==> src/rtl/pwm_pkg.sv <==
// Shared definitions for the multi-channel PWM generator.
package pwm_pkg;

    localparam int unsigned PWM_CNT_W = 16;

    typedef enum logic {
        PWM_EDGE   = 1'b0,
        PWM_CENTER = 1'b1
    } pwm_mode_e;

    // Register bundle at the default counter width and channel count; the top
    // declares its own copy sized from its parameters.
    typedef struct packed {
        logic [PWM_CNT_W-1:0]     period;
        logic [4*PWM_CNT_W-1:0]   duty;
        pwm_mode_e                mode;
    } pwm_cfg_t;

endpackage

==> src/rtl/pwm_channel_cmp.sv <==
// One PWM channel: duty compare, polarity inversion and output register.
module pwm_channel_cmp #(
    parameter int unsigned CNT_W = 16
) (
    input  logic             clk_i,
    input  logic             rst_i,
    input  logic             en_i,
    input  logic [CNT_W-1:0] cnt_i,
    input  logic [CNT_W-1:0] duty_i,
    input  logic             polarity_i,
    output logic             pwm_o
);

    logic raw;

    assign raw = en_i && (cnt_i < duty_i);

    always_ff @(posedge clk_i) begin
        if (rst_i) begin
            pwm_o <= 1'b0;
        end else begin
            pwm_o <= raw ^ polarity_i;
        end
    end

endmodule

==> src/rtl/pwm_multi.sv <==
// Multi-channel PWM with a shared edge/center-aligned counter and
// double-buffered period/duty/mode that switch only at period boundaries.
module pwm_multi
    import pwm_pkg::*;
#(
    parameter int unsigned NUM_CH = 4,
    parameter int unsigned CNT_W  = PWM_CNT_W
) (
    input  logic                    clk,
    input  logic                    rst,
    input  logic                    enable,
    input  logic [CNT_W-1:0]        period,
    input  logic [NUM_CH*CNT_W-1:0] duty,
    input  logic                    mode,
    input  logic [NUM_CH-1:0]       polarity,
    input  logic                    update,
    output logic [NUM_CH-1:0]       pwm_out,
    output logic                    period_tick
);

    typedef struct packed {
        logic [CNT_W-1:0]        period;
        logic [NUM_CH*CNT_W-1:0] duty;
        pwm_mode_e               mode;
    } cfg_t;

    cfg_t             active_q;
    cfg_t             shadow_q;
    cfg_t             cfg_in;
    logic             pending_q;
    logic [CNT_W-1:0] cnt_q;
    logic             dir_down_q;
    logic             tick_q;

    logic [CNT_W-1:0] period_last;
    logic             run;
    logic             at_boundary;
    logic             load_pt;

    always_comb begin
        cfg_in.period = period;
        cfg_in.duty   = duty;
        cfg_in.mode   = pwm_mode_e'(mode);
    end

    always_comb begin
        period_last = active_q.period - CNT_W'(1);
        run         = enable && (active_q.period != '0);
        if (active_q.mode == PWM_CENTER) begin
            at_boundary = dir_down_q && (cnt_q == '0);
        end else begin
            at_boundary = (cnt_q == period_last);
        end
        // Idle (disabled or zero period) behaves as a boundary on every cycle.
        load_pt = !run || at_boundary;
    end

    always_ff @(posedge clk) begin
        if (rst) begin
            active_q   <= '0;
            shadow_q   <= '0;
            pending_q  <= 1'b0;
            cnt_q      <= '0;
            dir_down_q <= 1'b0;
            tick_q     <= 1'b0;
        end else begin
            tick_q <= run && at_boundary;

            if (update) begin
                shadow_q <= cfg_in;
            end
            if (load_pt && update) begin
                active_q  <= cfg_in;
                pending_q <= 1'b0;
            end else if (load_pt && pending_q) begin
                active_q  <= shadow_q;
                pending_q <= 1'b0;
            end else if (update) begin
                pending_q <= 1'b1;
            end

            // Both modes restart at 0 counting up after a boundary.
            if (load_pt) begin
                cnt_q      <= '0;
                dir_down_q <= 1'b0;
            end else if (active_q.mode == PWM_EDGE) begin
                cnt_q <= cnt_q + CNT_W'(1);
            end else if (!dir_down_q) begin
                if (cnt_q == period_last) begin
                    dir_down_q <= 1'b1;
                end else begin
                    cnt_q <= cnt_q + CNT_W'(1);
                end
            end else begin
                cnt_q <= cnt_q - CNT_W'(1);
            end
        end
    end

    assign period_tick = tick_q;

    for (genvar k = 0; k < NUM_CH; k++) begin : g_ch
        pwm_channel_cmp #(
            .CNT_W(CNT_W)
        ) u_ch (
            .clk_i      (clk),
            .rst_i      (rst),
            .en_i       (run),
            .cnt_i      (cnt_q),
            .duty_i     (active_q.duty[k*CNT_W +: CNT_W]),
            .polarity_i (polarity[k]),
            .pwm_o      (pwm_out[k])
        );
    end

endmodule

==> config.mk <==
export PLATFORM = sky130hd
export DESIGN_NAME = pwm_multi
export DESIGN_NICKNAME = d
export VERILOG_FILES = /design/src/rtl/pwm_pkg.sv /design/src/rtl/pwm_channel_cmp.sv /design/src/rtl/pwm_multi.sv
export SDC_FILE = /design/constraint.sdc
export NUM_CORES = 1
export LEC_CHECK = 0
export CAP_MARGIN = 20
export CELL_PAD_IN_SITES_DETAIL_PLACEMENT = 1
export CELL_PAD_IN_SITES_GLOBAL_PLACEMENT = 1
export CORE_ASPECT_RATIO = 1.2
export CORE_MARGIN = 3
export CORE_UTILIZATION = 47
export CTS_BUF_LIST = sky130_fd_sc_hd__clkbuf_8 sky130_fd_sc_hd__clkbuf_16
export CTS_CLUSTER_DIAMETER = 120
export DETAILED_ROUTE_END_ITERATION = 10
export PLACE_DENSITY_LB_ADDON = 0.1
export SKIP_LAST_GASP = 1
export SYNTH_ARGS = -nofsm -noshare
export SYNTH_HDL_FRONTEND = slang
export SYNTH_SLANG_ARGS = --single-unit
==> constraint.sdc <==
create_clock -name clk -period 9.4 [get_ports clk]
set_input_delay 1.88 -clock clk [delete_from_list [all_inputs] [get_ports clk]]
set_output_delay 1.88 -clock clk [all_outputs]
set_load 0.005 [all_outputs]
# Word level (Yosys, flattened, before mapping)
# Index checks and enable logic that the tools add are counted.
dict set report word_totals {
  register_bits 185
  wordCells 51
  out_inout_bits 5
}
dict set report op_classes {
  n_mux 8
  n_lt_le_gt_ge 4
  bitwise_logic 4
  n_eq_ne 2
  addsub 3
  n_reduce_logical 16
}
# cell n
set ops {}
lappend ops {{81-bit two-way mux} 2}
lappend ops {{16-bit less-than comparator} 4}
lappend ops {{16-bit two-way mux} 3}
lappend ops {{16-bit by 1-bit subtractor with 16-bit output, second input constant} 2}
lappend ops {{16-bit by 1-bit adder with 16-bit output, second input constant} 1}
lappend ops {{16-bit equality test} 1}
lappend ops {{16-bit logical NOT} 1}
lappend ops {{16-bit nonzero test} 1}
lappend ops {{1-bit logical AND} 9}
lappend ops {{1-bit XOR} 4}
lappend ops {{1-bit two-way mux} 3}
lappend ops {{3-bit != test, second input constant} 1}
lappend ops {{3-bit OR reduction} 1}
lappend ops {{2-bit nonzero test} 1}
lappend ops {{2-bit OR reduction} 1}
lappend ops {{1-bit logical NOT} 1}
lappend ops {{1-bit logical OR} 1}

# Depth between registers and ports, before layout
dict set report depth {
  word_depth 7
  ltp_mapped 14
  mapped_depth_nobuf 10
}

# Hierarchy
# A second synthesis with hierarchy kept.
dict set report unflattened {
  hier_cells 1057
  area_unflattened_um2 9690.5
}
# module cells_each area_per_inst_um2 seq_area_each_um2 n_inst
set by_module_without_submodules {}
lappend by_module_without_submodules {pwm_multi 829 7898.8 3623.5 1}
lappend by_module_without_submodules {pwm_channel_cmp 57 447.9 20.0 4}

# Worst setup path before layout
# No wires, ideal clock.
dict set report synth_timing {
  path_type {input -> register}
  from {input update}
  to {register active_q[65] in the netlist's numbering}
  setup_ns 0.140
  slack_ns 5.989
  t_arrival_ns 3.271
  stages 5
  path_cell_list {clkbuf_1 -> clkbuf_1 -> clkbuf_1 -> mux2i_1 -> a211oi_2}
}
dict set report synth_via {
  elab_chain_len 2
  elab_cells_between_ends 3
  cone_classes {mux: 1; reduce/logical: 2}
}
# element line
set synth_rtl {}
lappend synth_rtl {{start: declaration} pwm_multi.sv:16} ;# input logic update,
lappend synth_rtl {{1-bit logical AND (*)} pwm_multi.sv:72} ;# if (load_pt && update) begin
lappend synth_rtl {{81-bit two-way mux or 2-bit nonzero test (tied branches)} --}
lappend synth_rtl {{end signal: assignment} pwm_multi.sv:73} ;# active_q <= cfg_in;
lappend synth_rtl {{end signal: assignment} pwm_multi.sv:76} ;# active_q <= shadow_q;
lappend synth_rtl {{end: declaration} pwm_multi.sv:27} ;# cfg_t active_q;
# Mark *: on every way between the ends. The rest lies on a longest branch, timed or not.
# A chain may end at the register's enable or synchronous reset.

# Worst setup path after layout
dict set report layout_timing {
  from {register active_q[67] in the netlist's numbering}
  to {register active_q[33] in the netlist's numbering}
}
dict set report layout_via {
  elab_chain_len 6
  elab_cells_between_ends 11
  cone_classes {add/sub: 1; eq/ne: 1; mux: 2; reduce/logical: 7}
}
# element line
set layout_rtl {}
lappend layout_rtl {{16-bit by 1-bit subtractor with 16-bit output or 16-bit nonzero test (tied branches)} {pwm_multi.sv:47, pwm_multi.sv:48}}
lappend layout_rtl {{16-bit equality test or 1-bit logical AND (tied branches)} {pwm_multi.sv:52, pwm_multi.sv:48}}
lappend layout_rtl {{1-bit two-way mux or 1-bit logical NOT (tied branches)} {pwm_multi.sv:49, pwm_multi.sv:55}}
lappend layout_rtl {{1-bit logical OR (*)} pwm_multi.sv:55} ;# load_pt = !run || at_boundary;
lappend layout_rtl {{1-bit logical AND, on equally long branches} {pwm_multi.sv:72, pwm_multi.sv:75}}
lappend layout_rtl {{81-bit two-way mux or 2-bit nonzero test (tied branches)} --}
# Marks and branches as above.

==> reports/results.ini <==
[detailed_routing]
wirelength_mm=23.4
drt_iter0_markers=363
drc_errors=0
ant_nets=0
dr.pass1.iters=5
avgViaCountPerCell=5.51
vias=7386
avgRoutedWirePerCell_um=17.5

[power]
power_density_mw_per_mm2=180
power_leakage_nw=4.43
ir_drop_mv=0.130

[finish]
num_antenna_cells=0
nNetsFinal=1223
final_cell_mix=nor2_1, dfxtp_1, clkdlybuf4s50_1
drive_gt1_share_pct=5.81
syn_to_final_growth_pct=17.4
final_area_sq_mm=0.0107
final_common_cell=nor2_1

[worst_setup_path]
cp_max_fo=84
critPathArrivalTime_ns=4.46
worstPathRequired_ns=9.73
slowest_stage=or4_1
worstPathCellList=or4_1, or4_1, nor4_1, o22ai_1, or4_4, a21oi_4, buf_4, nor2_1, a211oi_1
crit_path_end_kind=flop
crit_path_start_kind=flop
worstSetupPathType=flop to flop
critical-path-max-stage-delay_ns=0.72
cp_common_cell=or4_1

[floorplanning]
dieArea_sq_mm=0.0210
dieWidth_um=133
io_pins=94
core_sq_mm=0.0189
start_util_pct=48.0
die_y_um=158
rows=55

[global_routing]
grt_pass1_wl_mm=38.2
grt_overflow=0
grt_pass1_vias=7651
grt_antenna_before_repair=0
grt_max_degree=85
grt_use_total_pct=22.4

[sta]
maxSlewViolCount=0
post-route-min-period_ns=4.12
setup-tns-final_ns=0
rsz0062_at_grt=false
setup_violations=0
fin_skew_ns=0.0137
hold_violations=0
relSlewSlack_pct=41.4
min_period_over_period_pct=43.9
fin_hold_ws_ns=0.490
fmax_mhz=243
worstMarginPinSlew_ns=0.879

[placed_design]
port_buffers=93
dpl_cell_area_sq_mm=0.0101
dp_hpwl_mm=16.1
gp_congestion=0.779

[synthesis]
synthesis.nets=1177
yosys_warnings=0
synth_flop_cell=dfxtp_1
netlist_area_sq_mm=0.00908
async_reset_ff_share_pct=0
synth.area.top_cells=dfxtp_1, mux2i_1, ha_1
synth_edf_count=0
synth_top_area_share_pct=40.8
ys_seq_elements=185
netlist_instances=1025
seq_area_frac_synth_pct=40.8
synth_largest_area_cell=dfxtp_1
ys_types=55
syn_area_per_cell_sq_um=8.86

[clock_tree]
cts_buffer_depth=2
tritoncts=yes
cts_buffers=17
htreeDepth=4
clk_pin_slew_ns=0.08
cts_hold_buf=0
clk-insertion-delay-late_ns=0.44
clockRootBuffer=clkbuf_16
cts_sinks=185
cts_resized=0
post_cts_buffers=0

[job]
drv_cap=0

[run_status]
outcome=complete, no violations

[hold_path]
hp-class=flop to flop

final timing paths:
kind	start	endpoint	slack [ns]	cells past startpoint
worst min register to register	shadow_q[5]$_SDFFE_PP0P_	shadow_q[5]$_SDFFE_PP0P_	0.49	2
worst min-delay path	shadow_q[5]$_SDFFE_PP0P_	shadow_q[5]$_SDFFE_PP0P_	0.49	2
worst max-delay path	active_q[67]$_SDFFE_PP0P_	active_q[33]$_SDFFE_PP0P_	5.28	9
worst max register to register	active_q[67]$_SDFFE_PP0P_	active_q[33]$_SDFFE_PP0P_	5.28	9
cells in the mapped netlist, drive strengths merged, types with 2 or more instances:
library cell and instances:
a211oi 83, a21o 20, a21oi 37, a311oi 4
a31oi 5, a41oi 2, and2 2, and3 4
and4b 2, buf 29, clkbuf 44, dfxtp 185
ha 63, inv 67, mux2 3, mux2i 84
nand2 16, nand2b 4, nand3 12, nand3b 3
nand4 12, nor2 205, nor2b 7, nor3 13
nor4 11, nor4b 3, o211ai 5, o21ai 28
o21ba 2, o22ai 5, o31a 3, or3 12
or3b 2, or4 10, xnor2 18, xor2 7
area by class of cell:
class | count | area, sq um
fillers | 2178 | 8260
inverters | 67 | 251
clock buffers | 17 | 425
well taps | 256 | 320
clock inverters | 15 | 178
multi-input cells | 700 | 4810
repair buffers | 100 | 978
flip-flops and latches | 185 | 3700
per-layer routing:
| metal | part of all wire (%) | track usage (%) | vias up | routed length (um) |
|---|---|---|---|---|
| li1 | - | - | 3677 | - |
| met5 | 0 | 0 | - | 0 |
| met3 | 2.5 | 3.45 | 30 | 594 |
| met2 | 52 | 41.0 | 102 | 12100 |
| met4 | 1.6 | 7.13 | 0 | 384 |
| met1 | 44 | 27.2 | 3577 | 10300 |
flip-flops by register name (all words and copies together), names as in the netlist:
name             cells
g_ch.u_ch.pwm_o      4
cnt_q               16
period_tick          1
dir_down_q           1
active_q            81
shadow_q            81
pending_q            1
kinds of logic (layout without fill, tap and decap cells):
logic type	after synthesis	after routing	share of synthesized area [%]
flip-flops	185	185	40.8
AO/OA/AOI/OAI	202	202	15.8
multiplexers	87	87	9.63
buffers and inverters	140	199	6.39
AND/OR/NAND/NOR	323	323	16.4
XOR/XNOR	25	25	2.41
adder cells (fa/ha/maj)	63	63	8.68
per-stage QoR:
step           instances  utilization (%)  power (W)  worst slack (ns)
2_1_floorplan       1025                -    0.00110              5.99
5_1_grt             1340             56.4    0.00201              4.93
3_3_place_gp        1308             53.2    0.00119              5.19
6_report            1340             56.4    0.00192              5.28
3_5_place_dp        1308             53.2    0.00120              5.11
4_1_cts             1340             56.4    0.00194              5.24
report_power, final:
group | switching (W) | internal [W]
Clock | 0.000349 | 0.000382
Combinational | 0.000164 | 0.000143
Sequential | 0.0000381 | 0.000839
Total | 0.000552 | 0.00136
worst max-delay path, delay by kind of cell, from the launching register on:
kind | cells | cell delay (ns)
AND/OR/NAND/NOR | 5 | 2.23
flip-flops | 1 | 0.38
AO/OA/AOI/OAI | 3 | 0.65
buffers and inverters | 1 | 0.64
Power figures use the tool's default switching activity.
